File: src/rtl/keypad_pkg.sv
// Shared definitions for the matrix-keypad scanner.
//   kp_state_e  : one-hot scanner state encoding
//   row_class_e : classification of a sampled row vector
//   row_info_t  : class plus the index of a set bit
//   clog2       : ceiling log2, usable in parameter expressions
//   bit_index   : index of the highest set bit (0 when none is set)
//   classify    : zero / single / multi classification of a vector
package keypad_pkg;

  typedef enum logic [3:0] {
    SCAN     = 4'b0001,
    DEBOUNCE = 4'b0010,
    HELD     = 4'b0100,
    RELEASE  = 4'b1000
  } kp_state_e;

  typedef enum logic [1:0] {
    ROW_ZERO,
    ROW_SINGLE,
    ROW_MULTI
  } row_class_e;

  typedef struct packed {
    row_class_e  cls;
    logic [7:0]  idx;
  } row_info_t;

  function automatic int clog2(input int v);
    int r;
    r = 0;
    for (int i = 0; i < 31; i++) begin
      if ((1 << r) < v) r++;
    end
    return r;
  endfunction

  function automatic logic [7:0] bit_index(input logic [31:0] v);
    logic [7:0] idx;
    idx = '0;
    for (int i = 0; i < 32; i++) begin
      if (v[i]) idx = 8'(i);
    end
    return idx;
  endfunction

  function automatic row_info_t classify(input logic [31:0] v);
    row_info_t ri;
    int n;
    n = 0;
    for (int i = 0; i < 32; i++) begin
      if (v[i]) n++;
    end
    ri.idx = bit_index(v);
    if (n == 0)      ri.cls = ROW_ZERO;
    else if (n == 1) ri.cls = ROW_SINGLE;
    else             ri.cls = ROW_MULTI;
    return ri;
  endfunction

endpackage

File: src/rtl/keypad_scan_n_if.sv
// Keypad pin / event bundle between the scanner and the application side.
//   row         : row sense from the pins (active-high)
//   col         : one-hot column drive
//   key_code    : linear index of the last accepted key
//   key_valid   : a debounced key is held
//   key_press   : 1-cycle pulse on press and on each auto-repeat
//   key_release : 1-cycle pulse on accepted release
//   multi_key   : 1-cycle pulse when a sample shows several rows
// Modports: master = scanner, slave = pins/application side.
interface keypad_scan_n_if
  import keypad_pkg::*;
#(
  parameter int N_ROW = 4,
  parameter int N_COL = 4,
  parameter int KEY_W = clog2(N_ROW * N_COL)
);
  logic [N_ROW-1:0] row;
  logic [N_COL-1:0] col;
  logic [KEY_W-1:0] key_code;
  logic             key_valid;
  logic             key_press;
  logic             key_release;
  logic             multi_key;

  modport master (
    input  row,
    output col, key_code, key_valid, key_press, key_release, multi_key
  );

  modport slave (
    output row,
    input  col, key_code, key_valid, key_press, key_release, multi_key
  );
endinterface

File: src/rtl/scan_tick_gen.sv
// Free-running divider producing a one-clock tick every 2^SCAN_DIV_BITS
// clocks (tick is high while the divider is all-ones).
//   clk, reset_p : clock, asynchronous active-high reset
//   tick         : single-cycle scan strobe
module scan_tick_gen #(
  parameter int SCAN_DIV_BITS = 20
) (
  input  logic clk,
  input  logic reset_p,
  output logic tick
);
  logic [SCAN_DIV_BITS-1:0] div;

  always_ff @(posedge clk or posedge reset_p) begin
    if (reset_p) div <= '0;
    else         div <= div + SCAN_DIV_BITS'(1);
  end

  assign tick = &div;
endmodule

File: src/rtl/keypad_scan_n.sv
// Matrix-keypad scanner: one-hot column drive, debounced press/release,
// multi-key rejection and optional auto-repeat. All decisions are taken
// on scan ticks; outputs are registered.
//   clk, reset_p : clock, asynchronous active-high reset
//   bus          : keypad_scan_n_if.master (row in; col, key_code,
//                  key_valid, key_press, key_release, multi_key out)
module keypad_scan_n
  import keypad_pkg::*;
#(
  parameter int N_ROW         = 4,
  parameter int N_COL         = 4,
  parameter int SCAN_DIV_BITS = 20,
  parameter int DEBOUNCE_CNT  = 3,
  parameter int REPEAT_DELAY  = 0,
  parameter int REPEAT_RATE   = 4
) (
  input  logic            clk,
  input  logic            reset_p,
  keypad_scan_n_if.master bus
);
  localparam int KEY_W = clog2(N_ROW * N_COL);
  localparam int CNT_W = clog2(DEBOUNCE_CNT + 1);
  localparam int REP_W = clog2(REPEAT_DELAY + REPEAT_RATE + 1);

  kp_state_e        state, state_n;
  logic [N_COL-1:0] col, col_n, col_rot;
  logic [N_ROW-1:0] lat_row, lat_row_n;
  logic [KEY_W-1:0] key_code, key_code_n, cand_code, cand_code_n, row_code;
  logic             key_valid, key_valid_n;
  logic             key_press, key_press_n;
  logic             key_release, key_release_n;
  logic             multi_key, multi_key_n;
  logic [CNT_W-1:0] deb, deb_n, rel, rel_n;
  logic [REP_W-1:0] rep, rep_n;
  logic             tick, do_accept, do_release;
  row_info_t        row_info;
  logic [7:0]       col_idx;

  scan_tick_gen #(.SCAN_DIV_BITS(SCAN_DIV_BITS)) u_tick (
    .clk     (clk),
    .reset_p (reset_p),
    .tick    (tick)
  );

  assign col_rot  = (col << 1) | (col >> (N_COL - 1));
  assign row_info = classify(32'(bus.row));
  assign col_idx  = bit_index(32'(col));
  assign row_code = KEY_W'(int'(col_idx) * N_ROW + int'(row_info.idx));

  always_comb begin
    state_n       = state;
    col_n         = col;
    lat_row_n     = lat_row;
    key_code_n    = key_code;
    cand_code_n   = cand_code;
    key_valid_n   = key_valid;
    key_press_n   = 1'b0;
    key_release_n = 1'b0;
    multi_key_n   = 1'b0;
    deb_n         = deb;
    rel_n         = rel;
    rep_n         = rep;
    do_accept     = 1'b0;
    do_release    = 1'b0;
    if (tick) begin
      unique case (state)
        SCAN: begin
          unique case (row_info.cls)
            ROW_ZERO:  col_n = col_rot;
            ROW_MULTI: begin
              col_n       = col_rot;
              multi_key_n = 1'b1;
            end
            default: begin
              lat_row_n   = bus.row;
              cand_code_n = row_code;
              deb_n       = CNT_W'(1);
              if (DEBOUNCE_CNT == 1) do_accept = 1'b1;
              else                   state_n   = DEBOUNCE;
            end
          endcase
        end
        DEBOUNCE: begin
          if (bus.row == lat_row) begin
            deb_n = deb + CNT_W'(1);
            if (deb_n >= CNT_W'(DEBOUNCE_CNT)) do_accept = 1'b1;
          end else begin
            state_n = SCAN;
            col_n   = col_rot;
          end
        end
        HELD: begin
          if (bus.row != '0) begin
            // A changed pattern keeps the original key; only repeat runs.
            // After each repeat the counter reloads to REPEAT_DELAY so the
            // next pulse lands REPEAT_RATE ticks later.
            if (REPEAT_DELAY > 0) begin
              rep_n = rep + REP_W'(1);
              if (rep_n == REP_W'(REPEAT_DELAY) ||
                  rep_n == REP_W'(REPEAT_DELAY + REPEAT_RATE)) begin
                key_press_n = 1'b1;
                rep_n       = REP_W'(REPEAT_DELAY);
              end
            end
          end else begin
            state_n = RELEASE;
            rel_n   = CNT_W'(1);
            if (DEBOUNCE_CNT == 1) do_release = 1'b1;
          end
        end
        RELEASE: begin
          if (bus.row == '0) begin
            rel_n = rel + CNT_W'(1);
            if (rel_n >= CNT_W'(DEBOUNCE_CNT)) do_release = 1'b1;
          end else begin
            state_n = HELD;
          end
        end
        default: state_n = SCAN;
      endcase

      if (do_accept) begin
        state_n     = HELD;
        key_code_n  = cand_code_n;
        key_valid_n = 1'b1;
        key_press_n = 1'b1;
        rep_n       = '0;
      end
      if (do_release) begin
        state_n       = SCAN;
        key_valid_n   = 1'b0;
        key_release_n = 1'b1;
        col_n         = col_rot;
      end
    end
  end

  always_ff @(posedge clk or posedge reset_p) begin
    if (reset_p) begin
      state       <= SCAN;
      col         <= N_COL'(1);
      lat_row     <= '0;
      key_code    <= '0;
      cand_code   <= '0;
      key_valid   <= 1'b0;
      key_press   <= 1'b0;
      key_release <= 1'b0;
      multi_key   <= 1'b0;
      deb         <= '0;
      rel         <= '0;
      rep         <= '0;
    end else begin
      state       <= state_n;
      col         <= col_n;
      lat_row     <= lat_row_n;
      key_code    <= key_code_n;
      cand_code   <= cand_code_n;
      key_valid   <= key_valid_n;
      key_press   <= key_press_n;
      key_release <= key_release_n;
      multi_key   <= multi_key_n;
      deb         <= deb_n;
      rel         <= rel_n;
      rep         <= rep_n;
    end
  end

  assign bus.col         = col;
  assign bus.key_code    = key_code;
  assign bus.key_valid   = key_valid;
  assign bus.key_press   = key_press;
  assign bus.key_release = key_release;
  assign bus.multi_key   = multi_key;
endmodule

File: src/flat_wrapper.sv
// flat-port wrapper written by rule: the top's interface ports become plain ports
module keypad_scan_n_flat import keypad_pkg::*;
#(
  parameter int N_ROW         = 4,
  parameter int N_COL         = 4,
  parameter int SCAN_DIV_BITS = 20,
  parameter int DEBOUNCE_CNT  = 3,
  parameter int REPEAT_DELAY  = 0,
  parameter int REPEAT_RATE   = 4
)
  (clk, reset_p, bus_row, bus_col, bus_key_code, bus_key_valid, bus_key_press, bus_key_release, bus_multi_key);
  keypad_scan_n_if #(.N_ROW(N_ROW), .N_COL(N_COL)) bus_i ();
  input  logic clk;
  input  logic reset_p;
  input wire logic [$bits(bus_i.row)-1:0] bus_row;
  output wire logic [$bits(bus_i.col)-1:0] bus_col;
  output wire logic [$bits(bus_i.key_code)-1:0] bus_key_code;
  output wire logic [$bits(bus_i.key_valid)-1:0] bus_key_valid;
  output wire logic [$bits(bus_i.key_press)-1:0] bus_key_press;
  output wire logic [$bits(bus_i.key_release)-1:0] bus_key_release;
  output wire logic [$bits(bus_i.multi_key)-1:0] bus_multi_key;
  assign bus_i.row = bus_row;
  assign bus_col = bus_i.col;
  assign bus_key_code = bus_i.key_code;
  assign bus_key_valid = bus_i.key_valid;
  assign bus_key_press = bus_i.key_press;
  assign bus_key_release = bus_i.key_release;
  assign bus_multi_key = bus_i.multi_key;
  keypad_scan_n #(.N_ROW(N_ROW), .N_COL(N_COL), .SCAN_DIV_BITS(SCAN_DIV_BITS), .DEBOUNCE_CNT(DEBOUNCE_CNT), .REPEAT_DELAY(REPEAT_DELAY), .REPEAT_RATE(REPEAT_RATE)) u_core (.clk(clk), .reset_p(reset_p), .bus(bus_i));
endmodule
File: config.mk
export PLATFORM = sky130hd
export DESIGN_NAME = keypad_scan_n_flat
export DESIGN_NICKNAME = d
export VERILOG_FILES = /design/src/rtl/keypad_pkg.sv /design/src/rtl/keypad_scan_n_if.sv /design/src/rtl/scan_tick_gen.sv /design/src/rtl/keypad_scan_n.sv /design/src/flat_wrapper.sv
export SDC_FILE = /design/constraint.sdc
export NUM_CORES = 1
export LEC_CHECK = 0
export BUFFER_PORTS_ARGS = -buffer_cell sky130_fd_sc_hd__buf_2
export CORE_ASPECT_RATIO = 0.5
export CORE_MARGIN = 8
export CORE_UTILIZATION = 55
export DETAILED_ROUTE_END_ITERATION = 8
export PLACE_DENSITY = 0.74
export SLEW_MARGIN = 20
export SYNTH_ARGS = -nofsm -noshare
export SYNTH_HDL_FRONTEND = slang
export SYNTH_HIERARCHICAL = 1
export SYNTH_SLANG_ARGS = --single-unit
File: constraint.sdc
create_clock -name clk -period 6.1 [get_ports clk]
set_input_delay 0.305 -clock clk [delete_from_list [all_inputs] [get_ports clk]]
set_output_delay 0.305 -clock clk [all_outputs]
set_load 0.03 [all_outputs]
# Word level (Yosys, flattened, before mapping)
# Index checks and enable logic that the tools add are counted.
dict set report totals {
  memories 0
  regBits 48
  latch_bits 0
  inputBits 6
  out_inout_bits 12
  mem_bits_ro 0
  ram_bits 0
  wordCells 105
}
dict set report op_classes {
  bitwise 2
  muxes 48
  multipliers 0
  magnitude_cmp 2
  n_eq_ne 17
  addsub 7
  shift 0
  div_mod_pow 0
  reduce_logical 17
}
# op count
set ops {}
lappend ops {{$add A32 B2 Y32 const B} 3}
lappend ops {{$mux W32} 3}
lappend ops {{$reduce_and A23 Y1} 3}
lappend ops {{$mux W4} 11}
lappend ops {{$reduce_and A21 Y1} 2}
lappend ops {{$eq A32 B2 Y1 const B} 1}
lappend ops {{$logic_not A32 Y1} 1}
lappend ops {{$reduce_and A24 Y1} 1}
lappend ops {{$reduce_and A22 Y1} 1}
lappend ops {{$add A20 B1 Y20 const B} 1}
lappend ops {{$mux W1} 20}
lappend ops {{$mux W2} 10}
lappend ops {{$reduce_and A20 Y1} 1}
lappend ops {{$pmux W4 S4} 1}
lappend ops {{$ne A4 B4 Y1 const B} 3}
lappend ops {{$pmux W2 S2} 2}
lappend ops {{$pmux W4 S2} 1}
lappend ops {{$reduce_bool A2 Y1} 3}
lappend ops {{$add A2 B1 Y2 const B} 2}
lappend ops {{$add A4 B2 Y4} 1}
lappend ops {{$eq A4 B1 Y1 const B} 1}
lappend ops {{$eq A4 B2 Y1 const B} 1}
lappend ops {{$eq A4 B3 Y1 const B} 1}
lappend ops {{$eq A4 B4 Y1} 1}
lappend ops {{other kinds (15)} 18}

# Depth between registers and ports, before layout
# Gate-level depths: netlist of the first run.
dict set report depth {
  depth_word 16
  depth_mapped 10
  ltp_nobuf 9
}

# Modules after synthesis
# Netlist of the first run, hierarchy kept.
# mod cells_each seq_area_each_um2 instances area_each_um2
set by_module_without_submodules {}
lappend by_module_without_submodules {keypad_scan_n 150 703.2 1 1637.8}
lappend by_module_without_submodules {scan_tick_gen 73 500.5 1 887.1}

# Worst setup path after synthesis of the first run
# Ideal clock, no wire load.
dict set report synth_path {
  kind {register to register}
  startpoint {register u_core.u_tick.div[0]}
  endpoint {register u_core.lat_row[0]}
  arrival_ns 2.441
  required_ns 5.975
  path_stages_with_launch 11
  period_less_slack_ns 2.566
  setup_slack_ns 3.534
  n_path_buf 1
  setup_ns 0.125
  cell_sequence {dfrtp_1 -> ha_1 -> and3_1 -> nand3_2 -> nor3_2 -> and3_1 -> clkbuf_1 -> o21ai_1 -> a31oi_2 -> nand2_4 -> mux2_4}
}
dict set report synth_between {
  elab_chain_len 1
}
# item line
set synth_rtl {}
lappend synth_rtl {{start: declaration} scan_tick_gen.sv:12} ;# logic [SCAN_DIV_BITS-1:0] div;
lappend synth_rtl {{start signal: assignment} scan_tick_gen.sv:16} ;# else div <= div + SCAN_DIV_BITS'(1);
lappend synth_rtl {{$reduce_and A22 Y1 (no source line)} n/a}
lappend synth_rtl {{end signal: assignment} keypad_scan_n.sv:155} ;# lat_row <= lat_row_n;
lappend synth_rtl {{end: declaration} keypad_scan_n.sv:27} ;# logic [N_ROW-1:0] lat_row, lat_row_n;
# No other way between the ends.
# A chain may end at the register's enable or synchronous reset.

# Worst setup path in the final report of the first run
# Ends and elaborated chain as after synthesis.

==> results of run 1 <==
## through the flow
stage	util, %	area (sq um)
floorplan	-	2520
global placement	59.8	2630
detailed placement	59.8	2630
CTS	62.3	2750
global route	62.3	2750
finish	62.3	2750
## cell usage in the layout (no fill, tap or decap), drive strengths merged, types with 2 or more instances in the layout
cell and instances:
and3 6, nor4 3, ha 6, inv 17, dfstp 2, nand2b 2
xnor2 11, nand2 10, a2bb2oi 2, dfrtp 46, o211ai 2, and2 2
mux2i 3, o21ai 13, nor2 11, buf 17, a31oi 3, clkbuf 5
nor2b 2, a21oi 6, or3 3, nor4b 4, and4 2, xor2 14
nor3b 3, nand3 13, mux2 15, nor3 5
## final timing paths
check	endpoint	slack, ns	depth (start not counted)
setup / recovery	u_core/lat_row[0]	3.29	9
hold / removal	u_core/bus.key_code[2]	0.06	2
setup reg to reg	u_core/lat_row[0]	3.29	9
hold reg to reg	u_core/u_tick/div[17]	0.47	1
max in group asynchronous	u_core/u_tick/div[13]	5.46	2
min in group clk	u_core/lat_row[1]	0.31	2
## registers in the layout, indices dropped and copies added, names as in the netlist
name	flops
u_core/rel	2
u_core/deb	2
u_core/bus.key_code	4
u_core/bus.key_valid	1
u_core/cand_code	4
u_core/u_tick/div	20
u_core/lat_row	4
u_core/state	4
u_core/bus.col	4
u_core/bus.multi_key	1
u_core/bus.key_press	1
u_core/bus.key_release	1
## kinds of logic after synthesis
logic type	Yosys count	share of synthesized area [%]
xor+xnor	25	8.97
simple gates	72	20.2
flops	48	47.7
mux	18	8.47
compound gates	29	7.33
fa+ha+maj	6	2.97
buf+inv	25	4.41
## metal layers
metal  up-vias  track usage (%)  part of all wire [%]
met5         -                0                     0
met4         0             6.24                   1.7
met3         9             3.37                   3.4
met2        19             21.6                    46
met1       781             15.3                    49
li1        812                -                     -
## power groups by stage
stage	Combinational, uW	Sequential, uW	Clock (uW)
after floorplan	20.3	324	0
after global placement	25.2	324	0
after detailed placement	26.4	324	0
after CTS	26.6	318	235
after global routing	30.3	318	245
final	26.0	318	227
## layout make-up
type	instances	area share, %
Clock buffer	5	2.51
Clock inverter	3	1.55
Inverter	17	2.32
Multi-Input combinational cell	150	44.1
Sequential cell	48	43.8
Tap cell	57	2.60
Timing Repair Buffer	17	3.10
==> impl_metrics.yaml, run 1 <==
logic_synthesis:
  synthTopCellsByArea: "dfrtp_1 46%, xor2_1 4.9%, mux2_1 3.6%, xnor2_1 3.5%, ha_1 3.0%"
  ys_seq_area_share_pct: 47.7
  syn-cell-area_sq_um: 2520
  yosys.cell_types.count: 54
  synth_largest_area_cell: "dfrtp_1"
  synth-async-reset-ratio_pct: 100
  syn_area_per_cell_sq_um: 11.3
  netlist_instances: 223
  yosys_warnings: 6
  synth_top_flop_cell: "dfrtp_1"
  synth_nets: 235
  synth-edff-count: 0
  synth_common_cells: "46 x dfrtp_1, 17 x inv_1, 14 x xor2_1"
  synth.most_common_cell: "dfrtp_1"
  synth_seq_cells: 48
  yosysTopAreaCellShare_pct: 45.6
die:
  die_w_um: 112
  ios: 18
  initial_core_util_pct: 57.3
  fp-row-count: 17
  die-area_sq_um: 7150
  die_h_um: 63.9
  core-area_sq_um: 4400
place:
  dpl_worst_slack_ns: 3.18
  hpwl_mm: 3.09
  gp_congestion: 0.827
  placed_cells: 289
  io_buffers: 17
clock_tree:
  cts_root_buf: "clkbuf_8"
  holdBufCountCts: 0
  cts_buffer_depth: 2
  cts.repair.resized: 0
  clkLatencyLatePin_ns: 0.31
  post_cts_buffers: 0
  clk_pin_slew_worst_paths_ns: 0.09
  cts-buffers-inserted: 5
  cts_sinks: 48
  cts_tree: "built"
  htree_levels: 2
power:
  clock_power_share_pct: 39.8
  p_leak_uw: 0.00141
  power_frac_seq_pct: 55.6
  share_comb_of_total_power_pct: 4.6
  ir_drop_mv: 0.124
  swShare_pct: 21.7
  design_power_total_uw: 571
  switchingPower_uw: 124
  p_int_uw: 448
  powerDensity_nw_per_um2: 208
sta:
  setup_violations: 0
  finalClockSkew_ns: 0.0101
  tns_ns: 0
  worst_slew_pin_slew_ns: 0.775
  fin_crit_sh_pct: 46.1
  rsz0062_at_grt: "false"
  fin_crit_ns: 2.81
  clock.fmax_mhz: 356
  worst_slack_ns: 3.29
  slew_headroom_pct: 48.3
  finalMaxSlewViolations: 0
  hold_ws_ns: 0.0620
  hold_viol: 0
worst_setup_path:
  startpoint: "u_core/u_tick/div[0]"
  required_ns: 6.30
  worstPathMaxFanout: 10
  path_common_cell: "and3_1"
  crit_chain: "ha_1, and3_1, nand3_2, nor3_2, and3_1, o21ai_1, a31oi_2, nand2_4, mux2_4"
  cpPeakStageDelay_ns: 0.47
  critical_path_class: "reg -> reg"
  cp-end-kind: "flip-flop"
  cp_top_family: "simple AND/OR/NAND/NOR gates"
  path_buf_inv: 0
  cp.arrival_ns: 3.01
  critPathLaunchType: "flip-flop"
  crit_slowest_cell: "a31oi_2"
  r2r_start: "u_core/u_tick/div[0]"
outcome:
  status: "finished, final reports clean"
global_routing:
  grt-ovfl-total: 0
  grt_max_degree: 29
  grt_pass1_vias: 1646
  track_usage_pct: 12.8
  grt_first_pass_wirelength_mm: 7.56
  antenna_found_initial: 0
layout:
  num_antenna_cells: 0
  drive_above_1_share_pct: 21.7
  multi_input_area_sq_um: 1210
  syn2layout_area_growth_pct: 8.72
  regArea_sq_um: 1200
  fin_cells: 297
  num-nets-final: 251
  fillers: 347
drt:
  drc: 0
  vias_per_cell: 5.46
  ant_nets: 0
  vias: 1621
  wl_per_cell_um: 14.8
  drt_iter0_drc: 53
  routed_wl_mm: 4.41
  dr.pass1.iters: 4
min_path:
  hold_path.class: "in -> async"
job:
  cap_violations: 0
(Power assumes the default switching activity.)
==> run 2, diff against run 1 <==
--- a/config.mk
+++ b/config.mk
@@ -5,6 +5,7 @@
 export SDC_FILE = /design/constraint.sdc
 export NUM_CORES = 1
 export LEC_CHECK = 0
+export ABC_AREA = 1
 export BUFFER_PORTS_ARGS = -buffer_cell sky130_fd_sc_hd__buf_2
 export CORE_ASPECT_RATIO = 0.5
 export CORE_MARGIN = 8
==> constraint.sdc (replaced) <==
create_clock -name clk -period 2.69 [get_ports clk]
set_input_delay 0.1345 -clock clk [delete_from_list [all_inputs] [get_ports clk]]
set_output_delay 0.1345 -clock clk [all_outputs]
set_load 0.03 [all_outputs]
==> impl_metrics.yaml, run 2 <==
place:
  place_area_sq_um: 2830
  io_buffers: 17
  hpwl_mm: 3.92
  gp_congestion: 0.846
  placed_cells: 436
die:
  core-area_sq_um: 4800
  die_h_um: 65.2
  die_w_um: 114
  initial_core_util_pct: 55.4
  ios: 18
  die-area_sq_um: 7450
  fp-row-count: 18
clock_tree:
  clk_pin_slew_worst_paths_ns: 0.09
  htree_levels: 2
  cts-buffers-inserted: 5
  cts_tree: "built"
  clkLatencyLatePin_ns: 0.31
  cts_root_buf: "clkbuf_8"
  cts_buffer_depth: 2
  post_cts_buffers: 0
  cts.repair.resized: 0
  cts_sinks: 48
worst_setup_path:
  worstPathMaxFanout: 5
  critPathLaunchType: "flip-flop"
  cp_top_family: "simple AND/OR/NAND/NOR gates"
  path_buf_inv: 2
  cp.arrival_ns: 2.30
  path_common_cell: "nand2_1"
  cpPeakStageDelay_ns: 0.38
  crit_slowest_cell: "dfrtp_1"
  cp-end-kind: "flip-flop"
  required_ns: 2.89
  crit_chain: "ha_1, nand2_1, nor2_1, nand2_1, nor2_2, nand2_1, nor2_1, inv_1, nor2_2, nand3_1, o21ai_0, inv_1"
  critical_path_class: "reg -> reg"
  r2r_slack_ns: 0.60
power:
  share_comb_of_total_power_pct: 5.1
  design_power_total_uw: 1340
  swShare_pct: 22.0
  switchingPower_uw: 296
  ir_drop_mv: 0.264
  p_int_uw: 1040
  powerDensity_nw_per_um2: 453
  power_frac_seq_pct: 53.9
  clock_power_share_pct: 41.0
  p_leak_uw: 0.00159
logic_synthesis:
  ys_seq_area_share_pct: 45.3
  syn_area_per_cell_sq_um: 7.62
  synth_nets: 361
  yosysTopAreaCellShare_pct: 43.3
  synth-async-reset-ratio_pct: 100
  yosys_warnings: 6
  synth_top_flop_cell: "dfrtp_1"
  synth.most_common_cell: "nand2_1"
  netlist_instances: 349
  synthTopCellsByArea: "dfrtp_1 43%, nand2_1 16%, inv_1 7.3%, nand3_1 5.1%, nor2_1 3.7%"
  synth_largest_area_cell: "dfrtp_1"
  synth-edff-count: 0
  yosys.cell_types.count: 27
  syn-cell-area_sq_um: 2660
  synth_seq_cells: 48
  synth_common_cells: "115 x nand2_1, 52 x inv_1, 46 x dfrtp_1"
layout:
  final_common_cell: "nand2_1"
  num_antenna_cells: 0
  syn2layout_area_growth_pct: 11.3
  regArea_sq_um: 1200
  fin_cells: 445
  num-nets-final: 386
  largest_reg_flops: 20
  regMostFlops: "u_core/u_tick/div"
  multi_input_area_sq_um: 1210
  fin_area_sq_um: 2960
  fillers: 432
  final_cell_mix: "115 x nand2_1, 51 x inv_1, 46 x dfrtp_1"
  drive_above_1_share_pct: 15.2
drt:
  vias: 2189
  dr.pass1.iters: 4
  vias_per_cell: 4.92
  drt_iter0_drc: 82
  ant_nets: 0
  routed_wl_mm: 5.21
  wl_per_cell_um: 11.7
  drc: 0
sta:
  hold_ws_ns: 0.123
  worst_slew_pin_slew_ns: 0.752
  hold_viol: 0
  fin_crit_ns: 2.09
  slew_headroom_pct: 49.8
  setup_violations: 0
  rsz0062_at_grt: "false"
  finalMaxSlewViolations: 0
  fin_crit_sh_pct: 77.8
  finalClockSkew_ns: 0.00853
  tns_ns: 0
  clock.fmax_mhz: 478
outcome:
  status: "finished, final reports clean"
job:
  cap_violations: 0
global_routing:
  grt-ovfl-total: 0
  grt_max_degree: 29
  grt_first_pass_wirelength_mm: 9.11
  antenna_found_initial: 0
  track_usage_pct: 14.8
  grt_pass1_vias: 2069
min_path:
  hold_path.class: "in -> reg"
run 2: cell count changes in the layout (fill, tap and decap cells not counted), moves of 7 or more:
| cell | previous run | this run |
|---|---|---|
| mux2_1 | 8 | 0 |
| nand3_1 | 11 | 27 |
| nor2_1 | 11 | 26 |
| inv_1 | 16 | 51 |
| nand2_1 | 9 | 115 |
| inv_2 | 1 | 10 |
| nor2_2 | 0 | 7 |
run 2: metrics by stage:
stage / setup slack (ns) / util, %
6_report: 0.597 / 61.7
5_1_grt: 0.323 / 61.7
4_1_cts: 0.557 / 61.7
3_5_place_dp: 0.428 / 58.9
3_3_place_gp: 0.468 / 58.9
2_1_floorplan: 0.591 / -
run 2: path summary, 6_finish.rpt:
| kind | end | cells past startpoint | start |
|---|---|---|---|
| max | u_core/deb[0] | 12 | u_core/u_tick/div[1] |
| min | u_core/lat_row[0] | 3 | bus_row[0] |
| max reg2reg | u_core/deb[0] | 12 | u_core/u_tick/div[1] |
| min reg2reg | u_core/bus.key_code[1] | 2 | u_core/bus.key_code[1] |
| max in group asynchronous | u_core/u_tick/div[15] | 3 | reset_p |
| min in group asynchronous | u_core/cand_code[0] | 3 | reset_p |
run 2: final cells by class:
cell class / instances / share of cell area, %
repair buffers: 19 / 3.47
well taps: 70 / 2.96
clock buffers: 6 / 2.79
multi-input cells: 239 / 41.1
flip-flops and latches: 48 / 40.7
clock inverters: 2 / 1.31
inverters: 61 / 7.74
run 2: metal layers:
metal	global-route usage (%)	wire length, um
met1	18.9	2360
met2	25.0	2560
met3	2.83	226
met4	5.42	74
met5	0	0
run 2: logic make-up after synthesis:
kind of cell,count (synthesis),synth area share (%)
AND/OR/NAND/NOR,196,33.7
buffers and inverters,62,9.04
flip-flops,48,45.3
XOR/XNOR,13,4.28
adder cells (fa/ha/maj),6,2.82
AO/OA/AOI/OAI,24,4.85
run 2: power groups by stage:
stage | Clock, uW | Sequential, uW | Combinational [uW]
after floorplan | 0 | 736 | 48.1
after global placement | 0 | 736 | 64.8
after detailed placement | 0 | 737 | 67.3
after CTS | 568 | 722 | 69.5
after global routing | 594 | 723 | 79.8
final | 550 | 722 | 68.5
run 2: repair_timing:
item                       4_1_cts  5_1_grt
setup endpoints to repair        0        0
hold buffers                     1        0
hold endpoints to repair        20        0
run 2: worst register-to-register path: stages, from the launching register on:
cell     delay [ns]
dfrtp_1        0.38
ha_1           0.21
nand2_1        0.06
nor2_1         0.08
nand2_1        0.12
nor2_2         0.16
nand2_1        0.09
nor2_1         0.13
inv_1          0.14
nor2_2         0.21
nand3_1        0.16
o21ai_0        0.20
inv_1          0.06
==> run 3, diff against run 2 <==
--- a/config.mk
+++ b/config.mk
@@ -9,9 +9,9 @@
 export BUFFER_PORTS_ARGS = -buffer_cell sky130_fd_sc_hd__buf_2
 export CORE_ASPECT_RATIO = 0.5
 export CORE_MARGIN = 8
-export CORE_UTILIZATION = 55
+export CORE_UTILIZATION = 54
 export DETAILED_ROUTE_END_ITERATION = 8
-export PLACE_DENSITY = 0.74
+export PLACE_DENSITY = 0.75
 export SLEW_MARGIN = 20
 export SYNTH_ARGS = -nofsm -noshare
 export SYNTH_HDL_FRONTEND = slang
==> constraint.sdc (replaced) <==
create_clock -name clk -period 1.8 [get_ports clk]
set_input_delay 0.09 -clock clk [delete_from_list [all_inputs] [get_ports clk]]
set_output_delay 0.09 -clock clk [all_outputs]
set_load 0.03 [all_outputs]
==> impl_metrics.yaml, run 3 (same netlist as run 2, synthesis figures left out) <==
die:
  die_w_um: 115
  die-area_sq_um: 7560
  fp-row-count: 18
  die_h_um: 65.6
  core-area_sq_um: 4840
  initial_core_util_pct: 54.9
  ios: 18
sta:
  setup_violations: 8
  worst_slack_ns: -0.0813
  finalClockSkew_ns: 0.00697
  rsz0062_at_grt: "true"
  finalMaxSlewViolations: 0
  clock.fmax_mhz: 532
  fin_crit_sh_pct: 105
  worst_slew_pin_slew_ns: 0.758
  slew_headroom_pct: 49.4
  hold_ws_ns: 0.175
  hold_viol: 0
  fin_crit_ns: 1.88
worst_setup_path:
  r2r_start: "u_core/u_tick/div[1]"
  ff2ff_path_depth: 13
  cp.arrival_ns: 2.08
  required_ns: 2.00
  cpPeakStageDelay_ns: 0.37
  cp-end-kind: "flip-flop"
  crit_chain: "ha_2, nand2_2, nor2_2, nand2_2, nor2_4, nand2_2, nor2_4, inv_4, nor2_4, buf_6, nand3_4, o21ai_2, inv_1"
  r2r-end: "u_core/deb[0]"
  worstPathMaxFanout: 5
  critPathLaunchType: "flip-flop"
  critical_path_class: "reg -> reg"
  crit_slowest_cell: "dfrtp_1"
  r2r_slack_ns: -0.08
clock_tree:
  clkLatencyLatePin_ns: 0.30
  clk_pin_slew_worst_paths_ns: 0.09
  htree_levels: 2
  cts_tree: "built"
  cts_root_buf: "clkbuf_8"
  cts_buffer_depth: 2
  cts-buffers-inserted: 5
  cts_sinks: 48
min_path:
  hold_depth: 3
  hold_start: "bus_row[3]"
  hold_path.class: "in -> reg"
  hold_path_end: "u_core/lat_row[3]"
power:
  powerDensity_nw_per_um2: 604
  p_leak_uw: 0.00181
  swShare_pct: 22.5
  design_power_total_uw: 2060
  ir_drop_mv: 0.430
  power_frac_seq_pct: 52.5
  switchingPower_uw: 463
  clock_power_share_pct: 39.9
  p_int_uw: 1600
  share_comb_of_total_power_pct: 7.6
drt:
  drt_iter0_drc: 151
  vias: 2414
  ant_nets: 0
  wl_per_cell_um: 12.5
  dr.pass1.iters: 4
  drc: 0
  vias_per_cell: 4.97
  routed_wl_mm: 6.08
place:
  placed_cells: 466
  hpwl_mm: 4.27
  gp_congestion: 0.875
  io_buffers: 17
global_routing:
  grt_first_pass_wirelength_mm: 10.1
  grt-ovfl-total: 0
  grt_max_degree: 29
  antenna_found_initial: 0
  grt_pass1_vias: 2345
  track_usage_pct: 16.5
layout:
  final_common_cell: "nand2_1"
  num-nets-final: 427
  final_cell_mix: "107 x nand2_1, 50 x inv_1, 46 x dfrtp_1"
  largest_reg_flops: 20
  fin_cells: 486
  syn2layout_area_growth_pct: 28.2
  drive_above_1_share_pct: 28.8
  regMostFlops: "u_core/u_tick/div"
  fillers: 370
  num_antenna_cells: 0
outcome:
  status: "complete, but fails checks"
  violations: "setup timing"
job:
  cap_violations: 0
==> run 3: changes by cell type in the layout (fill, tap and decap cells not counted), sizes merged <==
cell   change
buf       +40
nand3      +1
==> run 3: area by class of cell <==
type	count	area (sq um)	area share [%]
timing repair buffer	59	407	11.9
tap	70	87.6	2.57
clock inverter	2	38.8	1.14
inverter	61	234	6.86
sequential	48	1200	35.3
multi-input combinational	240	1360	39.8
clock buffer	6	82.6	2.42
==> run 3: repair_timing <==
item                                    in CTS  in global routing
endpoints found under the hold margin       46                  0
hold buffers                                 1                  0
pin swaps                                    7                 11
endpoints found under the setup margin      24                 28
cloned                                       0                  1
setup buffers                                5                  5
resized for setup                            7                 22
==> run 3: power groups by stage <==
stage	Sequential, uW	Combinational [uW]	Clock (uW)
finish	1080	157	822
floorplan	1100	74.3	0
global route	1080	175	894
CTS	1080	131	846
global placement	1100	120	0
detailed placement	1100	125	0
==> run 3: worst max path at each step <==
stage                     cells after the start                endpoint            startpoint
after floorplan                              12  u_core/bus.key_code[0]  u_core/u_tick/div[0]
after global placement                       15       u_core/bus.col[2]            bus_row[0]
after detailed placement                     13     u_core/cand_code[1]            bus_row[0]
after CTS                                    12    u_core/bus.key_valid  u_core/u_tick/div[1]
after global routing                         12    u_core/bus.key_valid  u_core/u_tick/div[1]
final                                        13           u_core/deb[0]  u_core/u_tick/div[1]
==> run 3: routing by layer <==
layer	wire, um	part of all wire [%]	global-route usage, %	vias to the layer above
li1	-	-	-	1210
met1	2570	42	19.6	1135
met2	3120	51	28.9	58
met3	260	4.3	3.38	11
met4	121	2.0	6.97	0
met5	0	0	0	-
==> run 3: worst max-delay path, delay by kind of cell, from the launching register on <==
kind                     cells  cell delay (ns)
AO/OA/AOI/OAI                1             0.14
adder cells (fa/ha/maj)      1             0.20
buffers and inverters        3             0.26
flip-flops                   1             0.37
AND/OR/NAND/NOR              8             0.81
==> run 3: per-stage QoR <==
step | area [sq um] | util [%] | TNS, ns | setup WS (ns)
finish | 3410 | 70.4 | -0.340 | -0.0813
global route | 3410 | 70.4 | -2.81 | -0.213
CTS | 3280 | 67.8 | -0.397 | -0.0614
detailed placement | 3090 | 63.8 | -4.43 | -0.265
global placement | 3090 | 63.8 | -2.91 | -0.179
floorplan | 2700 | - | -0.201 | -0.0445
